<file path="src/rtl/alt_vipvfr121_common_avalon_mm_ctrl_master.sv">
// Avalon-MM control master for a VIP core control slave. It runs one command
// at a time (single write, single read, or masked poll with a retry limit)
// and returns a one-cycle response with the last read data and a status code.
module alt_vipvfr121_common_avalon_mm_ctrl_master #(
    parameter int unsigned AV_ADDRESS_WIDTH = 5,
    parameter int unsigned AV_DATA_WIDTH    = 16,
    parameter int unsigned POLL_CNT_WIDTH   = 16
) (
    input  logic                        clk,
    input  logic                        rst,
    input  logic                        cmd_valid,
    output logic                        cmd_ready,
    input  logic [1:0]                  cmd_op,
    input  logic [AV_ADDRESS_WIDTH-1:0] cmd_address,
    input  logic [AV_DATA_WIDTH-1:0]    cmd_data,
    input  logic [AV_DATA_WIDTH-1:0]    cmd_mask,
    input  logic [POLL_CNT_WIDTH-1:0]   poll_limit,
    output logic                        rsp_valid,
    output logic [AV_DATA_WIDTH-1:0]    rsp_data,
    output logic [1:0]                  rsp_status,
    output logic [AV_ADDRESS_WIDTH-1:0] av_address,
    output logic                        av_read,
    output logic                        av_write,
    output logic [AV_DATA_WIDTH-1:0]    av_writedata,
    input  logic [AV_DATA_WIDTH-1:0]    av_readdata,
    input  logic                        av_readdatavalid,
    input  logic                        av_waitrequest
);

    localparam logic [1:0] OP_WRITE   = 2'b00;
    localparam logic [1:0] OP_READ    = 2'b01;
    localparam logic [1:0] OP_POLL    = 2'b10;
    localparam logic [1:0] ST_OK      = 2'b00;
    localparam logic [1:0] ST_TIMEOUT = 2'b01;
    localparam logic [1:0] ST_ILLEGAL = 2'b10;

    typedef enum logic [2:0] {
        S_IDLE,
        S_WR,
        S_RD_REQ,
        S_RD_WAIT,
        S_POLL_GAP,
        S_RESP
    } state_e;

    state_e state_q, state_d;

    // Registered outputs
    logic                        cmd_ready_q, cmd_ready_d;
    logic                        rsp_valid_q, rsp_valid_d;
    logic [AV_DATA_WIDTH-1:0]    rsp_data_q, rsp_data_d;
    logic [1:0]                  rsp_status_q, rsp_status_d;
    logic [AV_ADDRESS_WIDTH-1:0] av_address_q, av_address_d;
    logic                        av_read_q, av_read_d;
    logic                        av_write_q, av_write_d;
    logic [AV_DATA_WIDTH-1:0]    av_writedata_q, av_writedata_d;

    // Command fields latched at accept, plus the poll retry counter
    logic [1:0]                  op_q, op_d;
    logic [AV_DATA_WIDTH-1:0]    cmp_q, cmp_d;
    logic [AV_DATA_WIDTH-1:0]    mask_q, mask_d;
    logic [POLL_CNT_WIDTH-1:0]   limit_q, limit_d;
    logic [POLL_CNT_WIDTH-1:0]   cnt_q, cnt_d;

    logic accept_c;
    logic rd_done_c;
    logic match_c;
    logic limit_hit_c;
    logic poll_retry_c;

    // cmd_ready_q is only high in IDLE, so this is the accept handshake
    assign accept_c     = cmd_valid & cmd_ready_q;
    // Read data is only taken while a read is outstanding; stray valids elsewhere are dropped
    assign rd_done_c    = ((state_q == S_RD_REQ) & ~av_waitrequest & av_readdatavalid)
                        | ((state_q == S_RD_WAIT) & av_readdatavalid);
    assign match_c      = ((av_readdata ^ cmp_q) & mask_q) == '0;
    assign limit_hit_c  = (cnt_q == limit_q);
    assign poll_retry_c = rd_done_c & (op_q == OP_POLL) & ~match_c & ~limit_hit_c;

    assign cmd_ready    = cmd_ready_q;
    assign rsp_valid    = rsp_valid_q;
    assign rsp_data     = rsp_data_q;
    assign rsp_status   = rsp_status_q;
    assign av_address   = av_address_q;
    assign av_read      = av_read_q;
    assign av_write     = av_write_q;
    assign av_writedata = av_writedata_q;

    // State and registered outputs; reset abandons any in-flight transfer silently
    always_ff @(posedge clk or posedge rst) begin
        if (rst) begin
            state_q        <= S_IDLE;
            cmd_ready_q    <= 1'b1;
            rsp_valid_q    <= 1'b0;
            rsp_data_q     <= '0;
            rsp_status_q   <= ST_OK;
            av_address_q   <= '0;
            av_read_q      <= 1'b0;
            av_write_q     <= 1'b0;
            av_writedata_q <= '0;
            op_q           <= OP_WRITE;
            cmp_q          <= '0;
            mask_q         <= '0;
            limit_q        <= '0;
            cnt_q          <= '0;
        end else begin
            state_q        <= state_d;
            cmd_ready_q    <= cmd_ready_d;
            rsp_valid_q    <= rsp_valid_d;
            rsp_data_q     <= rsp_data_d;
            rsp_status_q   <= rsp_status_d;
            av_address_q   <= av_address_d;
            av_read_q      <= av_read_d;
            av_write_q     <= av_write_d;
            av_writedata_q <= av_writedata_d;
            op_q           <= op_d;
            cmp_q          <= cmp_d;
            mask_q         <= mask_d;
            limit_q        <= limit_d;
            cnt_q          <= cnt_d;
        end
    end

    // Next-state sequencing of the bus cycle for the current command
    always_comb begin
        state_d = state_q;
        case (state_q)
            S_IDLE: begin
                if (accept_c) begin
                    case (cmd_op)
                        OP_WRITE: state_d = S_WR;
                        OP_READ:  state_d = S_RD_REQ;
                        OP_POLL:  state_d = S_RD_REQ;
                        default:  state_d = S_RESP;
                    endcase
                end
            end
            S_WR: begin
                if (!av_waitrequest) state_d = S_RESP;
            end
            S_RD_REQ: begin
                if (!av_waitrequest) begin
                    if (av_readdatavalid) state_d = poll_retry_c ? S_POLL_GAP : S_RESP;
                    else                  state_d = S_RD_WAIT;
                end
            end
            S_RD_WAIT: begin
                if (av_readdatavalid) state_d = poll_retry_c ? S_POLL_GAP : S_RESP;
            end
            S_POLL_GAP: state_d = S_RD_REQ;
            S_RESP:     state_d = S_IDLE;
            default:    state_d = S_IDLE;
        endcase
    end

    // Next values of the registered outputs, command latches and retry counter
    always_comb begin
        cmd_ready_d    = (state_d == S_IDLE);
        av_read_d      = (state_d == S_RD_REQ);
        av_write_d     = (state_d == S_WR);
        rsp_valid_d    = (state_d == S_RESP);
        av_address_d   = av_address_q;
        av_writedata_d = av_writedata_q;
        rsp_data_d     = rsp_data_q;
        rsp_status_d   = rsp_status_q;
        op_d           = op_q;
        cmp_d          = cmp_q;
        mask_d         = mask_q;
        limit_d        = limit_q;
        cnt_d          = cnt_q;

        if (accept_c) begin
            op_d         = cmd_op;
            av_address_d = cmd_address;
            cmp_d        = cmd_data;
            mask_d       = cmd_mask;
            limit_d      = poll_limit;
            cnt_d        = '0;
            if (cmd_op == OP_WRITE) av_writedata_d = cmd_data;
        end

        if (poll_retry_c) cnt_d = cnt_q + POLL_CNT_WIDTH'(1);

        if (state_d == S_RESP) begin
            if (state_q == S_IDLE) begin
                rsp_data_d   = '0;
                rsp_status_d = ST_ILLEGAL;
            end else if (state_q == S_WR) begin
                rsp_data_d   = '0;
                rsp_status_d = ST_OK;
            end else begin
                rsp_data_d   = av_readdata;
                rsp_status_d = ((op_q == OP_POLL) && !match_c) ? ST_TIMEOUT : ST_OK;
            end
        end
    end

endmodule

</file>
<file path="config.mk">
export PLATFORM = sky130hd
export DESIGN_NAME = alt_vipvfr121_common_avalon_mm_ctrl_master
export DESIGN_NICKNAME = d
export VERILOG_FILES = /design/src/rtl/alt_vipvfr121_common_avalon_mm_ctrl_master.sv
export SDC_FILE = /design/constraint.sdc
export NUM_CORES = 1
export LEC_CHECK = 0
export CORE_UTILIZATION = 35
export CTS_CLUSTER_SIZE = 20
export DETAILED_ROUTE_END_ITERATION = 8
export PLACE_DENSITY = 0.6
export SYNTH_ARGS = -nofsm -noshare
export SYNTH_HDL_FRONTEND = slang
export SYNTH_SLANG_ARGS = --single-unit
</file>
<file path="constraint.sdc">
create_clock -name clk -period 5.2 [get_ports clk]
set_input_delay 1.04 -clock clk [delete_from_list [all_inputs] [get_ports clk]]
set_output_delay 1.04 -clock clk [all_outputs]
set_load 0.1 [all_outputs]
</file>
==> results by group <==
Placed design
  • Worst slack, placed: 1420 ps
  • Routability cong.: 0.784
  • DP Wirelength: 8410 um
  • Port bufs: 118

Die
  • Die Ht: 122 um
  • Initial Util: 36.0%
  • # IOs: 119
  • Die span in x: 122 um
  • Core footprint: 13900 um^2
  • Die area: 14800 um^2
  • FP Rows: 43

Routing
  • Via count: 3506
  • Starting DRT DRC Count: 143
  • WL final: 11900 um
  • Antenna Nets Post-Route: 0
  • DRT Pass-1 Iters: 4
  • Vias per cell: 5.13
  • DR WL/cell: 17.4 um
  • DRC Markers: 0

Timing
  • Worst slew margin: 29.6%
  • Minimum clock period: 3400 ps
  • Layout Skew: 10.8 ps
  • TNS Setup: 0 ps
  • Slew Limit Fails: 0
  • Final hold violation count: 0
  • Worst hold slack: 504 ps
  • Setup-failing EPs final: 0
  • Setup ws final: 1800 ps
  • Worst-Margin Slew: 1060 ps
  • RSZ-0062 raised after global routing: no
  • Final Cycle Share: 65.3%
  • Max Clk Rate: 294 MHz

Yosys
  • Top-count cell post-synth: dfrtp_1
  • Post-synth EDFFs: 0
  • Mapped Avg Cell Area: 13.0 um^2
  • Post-synthesis compound-gate area fraction: 10.4%
  • Cell count after synthesis: 386
  • Seq cells post-synth: 112
  • Post-Syn Area: 5020 um^2
  • Post-synthesis mux area share: 15.7%
  • Post-Synth Simple-Gate Area: 8.78%
  • Synth Net Count: 465
  • Synth area leader: dfrtp_1
  • Post-synth top area share: 55.4%
  • Synth area leaders: dfrtp_1, mux2_2, a32o_1
  • Adder-cell area share of the yosys netlist: 0.748%
  • FFs w/ async S/R, synth: 100%
  • Register area share after synthesis: 55.9%
  • Synth Area in XOR/XNOR: 5.94%
  • Count of unique library cells instantiated by Yosys: 53
  • Synth warnings: 0
  • Main synth FF type: dfrtp_1
  • Largest family of logic cells by synthesized area: multiplexers
  • Top post-synthesis cells by count: dfrtp_1, mux2_2, nand2_1

Clocking
  • CTS Root Cell: clkbuf_16
  • H-tree depth: 3
  • Setup bufs post-CTS: 0
  • Cts repair resizes: 0
  • Skew-Pair Late Insertion Delay: 360 ps
  • Clock sink count: 112
  • Clk buf depth: 2
  • Hold-fix buffers, CTS: 0
  • Clock-pin slew on the worst setup and hold paths: 70 ps
  • CTS Buf Count: 9
  • CTS tree: done

Power and ir drop
  • Power Total: 4.55 mW
  • Power Dens Cells: 685 nW/um^2
  • Peak supply drop: 0.480 mV
  • Leak: 2.82 nW

Setup path
  • Critical path required time: 5490 ps
  • CP Max Fanout: 28
  • CP startpoint kind: input pin
  • Worst EP arrival: 3690 ps
  • Crit Path Category: in -> reg
  • Worst setup EP type: flip-flop

Finish
  • Final net count: 577
  • Layout fillers: 1258
  • Area Overhead vs Synth: 32.3%
  • Seq. cell area: 2800 um^2
  • ANT cells: 0
  • Share of cells above drive strength 1: 20.5%
  • Multi-input gate area: 2090 um^2

Outcome
  • Status: complete, no violations

GRT
  • Initial antenna violation count: 0
  • Vias in the first global route: 3865
  • First-pass GRT wire length: 19400 um
  • Largest net degree at the start of global routing: 85
  • GRT Total Usage: 17.5%
  • Gr ovfl total: 0

Flow run
  • Max Cap Viol: 0

Hold path
  • Hold Crit Class: reg -> reg
==> per-layer routing <==
| layer | global-route usage [%] | wire [um] |
|---|---|---|
| met2 | 26.7 | 5400 |
| met3 | 4.54 | 694 |
| met1 | 22.6 | 5350 |
| met5 | 0 | 0 |
| met4 | 9.72 | 438 |
==> power by group <==
group / internal (mW) / leakage [nW] / switching (mW) / total, mW
combinational: 0.757 / 1.28 / 1.60 / 2.36
sequential: 1.25 / 1.39 / 0.243 / 1.49
clock: 0.375 / 0.150 / 0.322 / 0.697
==> path summary, 6_finish.rpt <==
kind | slack (ps) | from | cells past startpoint | to
worst max-delay path | 1800 | av_readdata[9] | 8 | cnt_q[0]
worst min-delay path | 500 | av_address[3] | 1 | av_address[3]
worst max register to register | 2190 | cnt_q[11] | 7 | cnt_q[0]
worst min register to register | 500 | av_address[3] | 1 | av_address[3]
max in group asynchronous | 2940 | rst | 3 | rsp_data[4]
min in group asynchronous | 1280 | rst | 2 | av_writedata[9]
==> placed cells by master (no fill, tap or decap), types with 9 or more instances in the layout <==
| master | count |
|---|---|
| clkdlybuf4s50_1 | 118 |
| and3_1 | 12 |
| nor2_1 | 10 |
| clkbuf_16 | 9 |
| dfrtp_1 | 111 |
| xnor2_1 | 17 |
| xor2_1 | 17 |
| nand2_1 | 18 |
| o21ai_0 | 10 |
| mux2_2 | 70 |
| a32o_1 | 16 |
==> flip-flops by register name, summed over array words and instances, names as in the netlist <==
name / cells
av_address: 5
av_read: 1
av_write: 1
av_writedata: 16
cmd_ready: 1
cmp_q: 16
cnt_q: 16
limit_q: 16
mask_q: 16
op_q: 2
rsp_data: 16
rsp_status: 2
rsp_valid: 1
state_q: 3
==> kinds of logic after synthesis <==
kind of cell	Yosys count
xor gates and xnor gates	34
muxes	70
AOI/OAI and AO/OA	64
and+or+nand+nor	78
buffers and inverters	25
adders and majority gates	3
DFF	112
==> metrics by stage <==
stage / cells / util (%) / instance area (um^2)
floorplan: 386 / - / 5020
global placement: 667 / 45.5 / 6340
detailed placement: 667 / 45.5 / 6340
CTS: 683 / 47.6 / 6640
global route: 683 / 47.6 / 6640
finish: 683 / 47.6 / 6640
==> final cells by class <==
class / instances / share of cell area [%]
multi-input combinational: 249 / 31.5
tap: 180 / 3.39
sequential: 112 / 42.2
clock inverter: 7 / 1.07
inverter: 5 / 0.320
timing repair buffer: 121 / 18.1
clock buffer: 9 / 3.39
==> critical path, stage by stage <==
cell and delay, ps:
clkdlybuf4s50_1 440, xor2_1 160, a22oi_1 260, and4_1 270, a211oi_2 120, buf_4 260, a21oi_1 830, mux2_2 300
(Power assumes the default switching activity.)
